[src/rtl/meas_window_ctrl_if.sv]
// Bundle of the command, measurement-stage and result-output signals of
// meas_window_ctrl.
//   master : controller view (drives cmd_ready_o, measure_req_o, out_*, busy_o)
//   slave  : environment view (drives command, stage response, out_ready_i)
// Signal names keep the legacy port names so existing connections map 1:1.
interface meas_window_ctrl_if #(
  parameter int WIN_W = 16
);
  logic             cmd_valid_i;
  logic             cmd_ready_o;
  logic [WIN_W-1:0] cmd_window_i;
  logic             measure_req_o;
  logic             busy_i;
  logic             result_rsp_i;
  logic [15:0]      result_data_i;
  logic             out_valid_o;
  logic             out_ready_i;
  logic [15:0]      out_data_o;
  logic             out_err_o;
  logic             busy_o;

  modport master (
    input  cmd_valid_i, cmd_window_i, busy_i, result_rsp_i, result_data_i,
           out_ready_i,
    output cmd_ready_o, measure_req_o, out_valid_o, out_data_o, out_err_o,
           busy_o
  );

  modport slave (
    output cmd_valid_i, cmd_window_i, busy_i, result_rsp_i, result_data_i,
           out_ready_i,
    input  cmd_ready_o, measure_req_o, out_valid_o, out_data_o, out_err_o,
           busy_o
  );
endinterface

[src/rtl/meas_window_ctrl.sv]
// Upstream sequencer for the edge-count measurement stage.
// Accepts one command carrying a window length W. It then emits a start pulse
// and a stop pulse on measure_req_o with max(W,1) low cycles between them. It
// waits for the stage's one-cycle result strobe, and holds the captured
// 16-bit result on a valid/ready output until it is taken.
//
// Ports:
//   clk, rst : clock, asynchronous active-high reset
//   bus      : meas_window_ctrl_if.master
//              cmd_valid_i/cmd_ready_o/cmd_window_i   command handshake
//              measure_req_o, busy_i                  measurement stage control
//              result_rsp_i/result_data_i             measurement stage result
//              out_valid_o/out_ready_i/out_data_o/
//              out_err_o                              captured result output
//              busy_o                                 controller not idle
//
// Optional feature: define MEAS_WINDOW_CTRL_TIMEOUT_EN to bound the wait for
// the result strobe to TIMEOUT_CYC cycles. On expiry the output carries
// 16'hFFFF with out_err_o=1. Without the macro the wait is unbounded and
// out_err_o is tied 0.
module meas_window_ctrl #(
  parameter int WIN_W       = 16,
  parameter int TIMEOUT_CYC = 16
) (
  input logic                clk,
  input logic                rst,
  meas_window_ctrl_if.master bus
);

  localparam logic [2:0] IDLE     = 3'd0;
  localparam logic [2:0] START    = 3'd1;
  localparam logic [2:0] WINDOW   = 3'd2;
  localparam logic [2:0] STOP     = 3'd3;
  localparam logic [2:0] WAIT_RSP = 3'd4;
  localparam logic [2:0] HOLD     = 3'd5;

  logic [2:0]       state;
  logic [2:0]       state_nx;
  logic [WIN_W-1:0] win_cnt;
  logic             req_q;
  logic             valid_q;
  logic [15:0]      data_q;
  logic             cmd_ready;
  logic             accept;
  logic             timeout;
  logic             capture;

  assign cmd_ready = (state == IDLE) && !bus.busy_i;
  assign accept    = cmd_ready && bus.cmd_valid_i;
  assign capture   = (state == WAIT_RSP) && (bus.result_rsp_i || timeout);

`ifdef MEAS_WINDOW_CTRL_TIMEOUT_EN
  localparam int TW = (TIMEOUT_CYC > 1) ? $clog2(TIMEOUT_CYC) : 1;

  logic [TW-1:0] to_cnt;
  logic          err_q;

  // A strobe in the expiry cycle takes priority over the timeout.
  assign timeout = (state == WAIT_RSP) && !bus.result_rsp_i &&
                   (to_cnt == TW'(TIMEOUT_CYC - 1));

  always_ff @(posedge clk or posedge rst) begin
    if (rst) begin
      to_cnt <= '0;
      err_q  <= 1'b0;
    end else begin
      if (state != WAIT_RSP) begin
        to_cnt <= '0;
      end else if (!capture) begin
        to_cnt <= to_cnt + 1'b1;
      end
      if (capture) begin
        err_q <= timeout;
      end
    end
  end

  assign bus.out_err_o = err_q;
`else
  assign timeout       = 1'b0;
  assign bus.out_err_o = 1'b0;

  if (TIMEOUT_CYC < 1) begin : g_bad_timeout_cyc
    $error("TIMEOUT_CYC must be at least 1");
  end
`endif

  always_comb begin
    state_nx = state;
    case (state)
      IDLE:     if (accept) state_nx = START;
      START:    state_nx = WINDOW;
      WINDOW:   if (win_cnt == WIN_W'(1)) state_nx = STOP;
      STOP:     state_nx = WAIT_RSP;
      WAIT_RSP: if (capture) state_nx = HOLD;
      HOLD:     if (bus.out_ready_i) state_nx = IDLE;
      default:  state_nx = IDLE;
    endcase
  end

  always_ff @(posedge clk or posedge rst) begin
    if (rst) begin
      state   <= IDLE;
      win_cnt <= '0;
      req_q   <= 1'b0;
      valid_q <= 1'b0;
      data_q  <= '0;
    end else begin
      state <= state_nx;
      // Registered pulse: asserted in the cycle spent in START or STOP.
      req_q <= (state_nx == START) || (state_nx == STOP);

      // Weff is captured directly into the window counter at acceptance and
      // simply held through START, so no separate length register is needed.
      if (accept) begin
        win_cnt <= (bus.cmd_window_i == '0) ? WIN_W'(1) : bus.cmd_window_i;
      end else if (state == WINDOW) begin
        win_cnt <= win_cnt - 1'b1;
      end

      if (capture) begin
        valid_q <= 1'b1;
        data_q  <= timeout ? 16'hFFFF : bus.result_data_i;
      end else if ((state == HOLD) && bus.out_ready_i) begin
        valid_q <= 1'b0;
      end
    end
  end

  assign bus.cmd_ready_o   = cmd_ready;
  assign bus.measure_req_o = req_q;
  assign bus.out_valid_o   = valid_q;
  assign bus.out_data_o    = data_q;
  assign bus.busy_o        = (state != IDLE);

endmodule
[src/flat_wrapper.sv]
// flat-port wrapper written by rule: the top's interface ports become plain ports
module meas_window_ctrl_flat 
#(
  parameter int WIN_W       = 16,
  parameter int TIMEOUT_CYC = 16
)
  (clk, rst, bus_cmd_valid_i, bus_cmd_window_i, bus_busy_i, bus_result_rsp_i, bus_result_data_i, bus_out_ready_i, bus_cmd_ready_o, bus_measure_req_o, bus_out_valid_o, bus_out_data_o, bus_out_err_o, bus_busy_o);
  meas_window_ctrl_if #(.WIN_W(WIN_W)) bus_i ();
  input logic clk;
  input logic rst;
  input wire logic [$bits(bus_i.cmd_valid_i)-1:0] bus_cmd_valid_i;
  input wire logic [$bits(bus_i.cmd_window_i)-1:0] bus_cmd_window_i;
  input wire logic [$bits(bus_i.busy_i)-1:0] bus_busy_i;
  input wire logic [$bits(bus_i.result_rsp_i)-1:0] bus_result_rsp_i;
  input wire logic [$bits(bus_i.result_data_i)-1:0] bus_result_data_i;
  input wire logic [$bits(bus_i.out_ready_i)-1:0] bus_out_ready_i;
  output wire logic [$bits(bus_i.cmd_ready_o)-1:0] bus_cmd_ready_o;
  output wire logic [$bits(bus_i.measure_req_o)-1:0] bus_measure_req_o;
  output wire logic [$bits(bus_i.out_valid_o)-1:0] bus_out_valid_o;
  output wire logic [$bits(bus_i.out_data_o)-1:0] bus_out_data_o;
  output wire logic [$bits(bus_i.out_err_o)-1:0] bus_out_err_o;
  output wire logic [$bits(bus_i.busy_o)-1:0] bus_busy_o;
  assign bus_i.cmd_valid_i = bus_cmd_valid_i;
  assign bus_i.cmd_window_i = bus_cmd_window_i;
  assign bus_i.busy_i = bus_busy_i;
  assign bus_i.result_rsp_i = bus_result_rsp_i;
  assign bus_i.result_data_i = bus_result_data_i;
  assign bus_i.out_ready_i = bus_out_ready_i;
  assign bus_cmd_ready_o = bus_i.cmd_ready_o;
  assign bus_measure_req_o = bus_i.measure_req_o;
  assign bus_out_valid_o = bus_i.out_valid_o;
  assign bus_out_data_o = bus_i.out_data_o;
  assign bus_out_err_o = bus_i.out_err_o;
  assign bus_busy_o = bus_i.busy_o;
  meas_window_ctrl #(.WIN_W(WIN_W), .TIMEOUT_CYC(TIMEOUT_CYC)) u_core (.clk(clk), .rst(rst), .bus(bus_i));
endmodule
[config.mk]
export PLATFORM = sky130hd
export DESIGN_NAME = meas_window_ctrl_flat
export DESIGN_NICKNAME = d
export VERILOG_FILES = /design/src/rtl/meas_window_ctrl_if.sv /design/src/rtl/meas_window_ctrl.sv /design/src/flat_wrapper.sv
export SDC_FILE = /design/constraint.sdc
export NUM_CORES = 1
export LEC_CHECK = 0
export ABC_AREA = 0
export CAP_MARGIN = 0
export CORE_MARGIN = 2
export CORE_UTILIZATION = 35
export DETAILED_ROUTE_END_ITERATION = 7
export PLACE_DENSITY = 0.69
export REMOVE_ABC_BUFFERS = 1
export SLEW_MARGIN = 20
export SYNTH_ARGS = -nofsm -noshare
export SYNTH_HDL_FRONTEND = slang
export SYNTH_SLANG_ARGS = --single-unit
export TNS_END_PERCENT = 1
[constraint.sdc]
create_clock -name clk -period 1.79 [get_ports clk]
set_input_delay 0.2685 -clock clk [delete_from_list [all_inputs] [get_ports clk]]
set_output_delay 0.2685 -clock clk [all_outputs]
set_load 0.005 [all_outputs]
# Yosys cells after proc, flatten, opt, wreduce, memory -nomap -nowiden
# Index checks and enable logic that the tools add are counted.
dict set report classes {
  add_sub_neg 1
  eq_ne 8
  muxes 10
  reduce_logical 11
}
# cell n
set op_table {}
lappend op_table {{16-bit 2-to-1 mux} 3}
lappend op_table {{3-bit case mux with 6 select lines} 1}
lappend op_table {{16-bit by 1-bit == test with 1-bit output, second input constant} 1}
lappend op_table {{16-bit logical NOT} 1}
lappend op_table {{16-bit by 1-bit subtractor with 16-bit output, second input constant} 1}
lappend op_table {{3-bit 2-to-1 mux} 4}
lappend op_table {{3-bit by 2-bit == test with 1-bit output, second input constant} 3}
lappend op_table {{3-bit by 1-bit == test with 1-bit output, second input constant} 2}
lappend op_table {{3-bit == test, second input constant} 2}
lappend op_table {{1-bit logical AND} 4}
lappend op_table {{2-bit nonzero test} 2}
lappend op_table {{3-bit logical NOT} 1}
lappend op_table {{3-bit nonzero test} 1}
lappend op_table {{1-bit 2-to-1 mux} 2}
lappend op_table {{1-bit logical NOT} 1}
lappend op_table {{1-bit logical OR} 1}
dict set report totals {
  register_bits 37
  input_bits 38
  output_inout_bits 21
  elab_cells 35
}

# Longest topological paths before layout
dict set report depth {
  depth_word 7
  depth_mapped 7
  mapped_depth_nobuf 6
}

# Least setup slack after synthesis
# No wires, ideal clock.
dict set report synth_timing {
  path_type {register to register}
  startpoint {reg u_core.win_cnt[3]}
  endpoint {reg u_core.win_cnt[13]}
  setup_ps 82
  t_arrival_ps 1902
  t_required_ps 1708
  slack_ps -194
  stages_incl_launch_ff 6
  path_buffers 1
  period_less_slack_ps 1984
  cell_sequence {dfrtp_1 or4_4 or3_1 buf_2 or3_1 a31oi_1}
}
dict set report synth_between {
  elab_chain_len 3
}
# element line_no
set synth_lines {}
lappend synth_lines {{start, declared} meas_window_ctrl.sv:39} ;# logic [WIN_W-1:0] win_cnt;
lappend synth_lines {{start signal, assigned} meas_window_ctrl.sv:116} ;# win_cnt <= (bus.cmd_window_i == '0) ? WIN_W'(1) : bus.cmd_window_i;
lappend synth_lines {{start signal, assigned} meas_window_ctrl.sv:118} ;# win_cnt <= win_cnt - 1'b1;
lappend synth_lines {{16-bit by 1-bit subtractor with 16-bit output} meas_window_ctrl.sv:118}
lappend synth_lines {{16-bit 2-to-1 mux} meas_window_ctrl.sv:117} ;# end else if (state == WINDOW) begin
lappend synth_lines {{16-bit 2-to-1 mux} meas_window_ctrl.sv:115} ;# if (accept) begin
# Every way passes these cells. The select of a mux whose other input is x is not followed.
# A chain may end at the register's enable or synchronous reset.

# Worst setup path after layout
dict set report layout_timing {
  startpoint {reg u_core.state[2]}
  endpoint {reg u_core.win_cnt[13]}
}
dict set report layout_between {
  elab_chain_len 4
  word_cells_on_any_way 6
  cone_classes {eq/ne (1); mux (1); reduce/logical (4)}
}
# element line_no
set layout_lines {}
lappend layout_lines {{start, declared} meas_window_ctrl.sv:37} ;# logic [2:0] state;
lappend layout_lines {{start signal, assigned} meas_window_ctrl.sv:109} ;# state <= state_nx;
lappend layout_lines {{3-bit logical NOT} meas_window_ctrl.sv:48} ;# assign cmd_ready = (state == IDLE) && !bus.busy_i;
lappend layout_lines {{1-bit logical AND} meas_window_ctrl.sv:48}
lappend layout_lines {{1-bit logical AND} meas_window_ctrl.sv:49} ;# assign accept = cmd_ready && bus.cmd_valid_i;
lappend layout_lines {{16-bit 2-to-1 mux / 2-bit nonzero test (equally long branches)} --}
# Several ways; a longest one is shown, not always the timed one.

==> flow_summary.yaml <==
status:
  status: "finished, violations left"
  violations: "negative setup slack"
timing:
  fin_crit_sh_pct: 108
  setup_violations: 7
  slew_viol_final: 0
  min_period_ps: 1930
  setup_slack_ps: -139
  final_hold_viol_count: 0
  fin_worst_skew_ps: 2.93
  rsz0062_at_grt: "true"
  fmax_mhz: 518
  tns_ps: -496
  holdWs_ps: 389
synth:
  yosys_warnings: 0
  ys.flop_type: "dfrtp_1"
  yosysMostFrequentCell: "dfrtp_1"
  synth-edff-count: 0
  synth_area_leaders: "dfrtp_1, mux2_2, nor2_1"
  ys_top_cells_by_count: "dfrtp_1, nor2_1, mux2_2"
  synth_seq_cells: 37
  synth_top_area_share_pct: 50.3
  synth_area_sq_mm: 0.00184
  yosysSeqAreaShare_pct: 50.3
  synthArstFlopShare_pct: 100
  syn_avg_cell_area_sq_um: 10.2
  postSynthCellCount: 180
  ys_types: 39
  yosys.area.top_type: "dfrtp_1"
finish:
  nets: 306
  diodes: 0
  layoutNonFillerInstCount: 337
  layout-drive-gt1-share_pct: 27.7
  syn_to_final_growth_pct: 59.9
worst_setup_path:
  crit_path_end: "u_core.win_cnt[13]"
  path_cells: "buf_4, or3b_4, or3_4, or3_4, a31oi_4"
  worst_ep_required_time_ps: 2000
  start_kind: "register"
  worstRegToRegCells: 5
  max_stage_delay_ps: 430
  endpoint_kind: "register"
  crit_arrival_ps: 2140
  r2r-start: "u_core.state[2]"
  worst-path-max-fanout: 6
  reg2reg_slack_ps: -140
  cpMostUsedCell: "or3_4"
  crit_slowest_cell: "or3_4"
  r2r_end: "u_core.win_cnt[13]"
  crit_path_start: "u_core.state[2]"
  worstSetupPathType: "reg -> reg"
clock_tree:
  clock_latency_ps: 290
  cts_buffers: 5
  tritoncts: "built"
  cts_sinks: 37
  clk_root_buffer_cell: "clkbuf_8"
  clkTransAtPathRegs_ps: 80
  cts-htree-levels: 2
  clockBufferDepth: 2
  cts-hold-fix-buffers: 0
routing:
  num_vias: 1696
  drt_wl_total_mm: 4.76
  vias_per_cell: 5.03
  first_pass_iters: 4
  drc_errors: 0
  ant_nets: 0
  drt_iter0_drc: 47
  wl_per_cell_um: 14.1
pwr:
  total_power_mw: 4.31
  max-vdd-ir-drop_uv: 488
  power_density_mw_per_mm2: 1460
  leakage_nw: 1.23
die:
  boundaryPins: 59
  initial_utilization_pct: 36.1
  coreArea_sq_mm: 0.00511
  die_w_um: 76.5
  rows: 26
  die_h_um: 76.5
  die-area_sq_mm: 0.00586
global_routing:
  grt_max_degree: 38
  grt_antenna_before_repair: 0
  overflow: 0
  grt_first_pass_wirelength_mm: 8.13
  grt_pass1_vias: 1717
  grt_util_all_layers_pct: 17.3
place:
  numPortBuffers: 57
  hpwl_mm: 3.43
  dp.cells: 326
  gp_congestion: 0.829
job:
  cap_viol_max_count: 0
hold_path:
  hp-class: "in -> async"
==> registers in the layout, indices dropped and copies added (netlist names) <==
name                      cells
u_core.state                  3
u_core.bus.measure_req_o      1
u_core.bus.out_valid_o        1
u_core.bus.out_data_o        16
u_core.win_cnt               16
==> area by class of cell <==
| cell class | instances | area [sq um] |
|---|---|---|
| Clock buffer | 6 | 82.6 |
| Sequential cell | 37 | 926 |
| Timing Repair Buffer | 89 | 843 |
| Inverter | 9 | 33.8 |
| Clock inverter | 2 | 37.5 |
| Tap cell | 70 | 87.6 |
| Multi-Input combinational cell | 124 | 933 |
| Fill cell | 460 | 2160 |
==> routing by layer <==
layer  share of wire [%]  global-route usage [%]
met1                  45                    22.1
met2                  49                    29.1
met3                 4.5                    4.50
met4                 1.2                    4.73
met5                   0                       0
==> logic make-up (layout without fill, tap and decap cells) <==
logic type      count (synthesis)  in the layout  synth area share (%)
compound gates                 39             39                  14.3
xor+xnor                        1              1                 0.476
fa+ha+maj                       2              2                  1.36
buf+inv                        19            106                  4.48
flops                          37             37                  50.3
mux                            16             16                  9.78
other cells                     1              1                 0.204
simple gates                   65             65                  19.1
==> stage by stage <==
| step | utilization [%] | setup slack [ps] | instance area [sq um] |
|---|---|---|---|
| 2_1_floorplan | - | -405 | 1790 |
| 3_3_place_gp | 52.8 | -245 | 2700 |
| 3_5_place_dp | 52.8 | -239 | 2700 |
| 4_1_cts | 56.4 | -111 | 2880 |
| 5_1_grt | 57.6 | -201 | 2940 |
| 6_report | 57.6 | -139 | 2940 |
==> worst max-delay path: cells and delay by family (launching register included) <==
family | cells | cell delay, ps
AOI/OAI and AO/OA | 1 | 180
buffers and inverters | 1 | 130
and+or+nand+nor | 3 | 1160
DFF | 1 | 390
==> worst min path at each step <==
stage | cells after the start | from | slack [ps] | to
after floorplan | 2 | bus_cmd_window_i[11] | 380 | u_core.win_cnt[11]
after global placement | 1 | u_core.bus.out_data_o[3] | 490 | u_core.bus.out_data_o[3]
after detailed placement | 1 | u_core.bus.out_data_o[15] | 490 | u_core.bus.out_data_o[15]
after CTS | 3 | rst | 410 | u_core.bus.out_data_o[13]
after global routing | 3 | rst | 420 | u_core.bus.out_data_o[13]
final | 3 | rst | 390 | u_core.bus.out_data_o[13]
==> timing repair <==
action                                  in CTS  in global routing
buffers inserted                             2                  1
endpoints found under the setup margin       9                 14
cloned                                       0                  0
pin swaps                                    8                  5
gates resized for setup                     13                 11
==> where the power goes <==
group	internal, mW	total, mW	switching, mW
Clock	0.453	0.763	0.310
Combinational	1.25	2.11	0.865
Sequential	1.22	1.43	0.215
==> cell usage in the layout (no fill, tap or decap), drive strengths merged, types with 2 or more instances in the layout <==
master,n
or4,5
or3,6
o32ai,2
nand2,13
dfrtp,37
inv,9
nor3,3
nand3,3
nor2b,5
nand3b,2
a21oi,7
clkdlybuf4s50,55
clkdlybuf4s15,2
o211ai,5
clkbuf,6
o21ai,7
a31oi,5
buf,32
a311oi,2
mux2,16
nor4,4
o31ai,3
ha,2
nor2,18
nand2b,2
o22ai,2
Power figures use the tool's default switching activity.
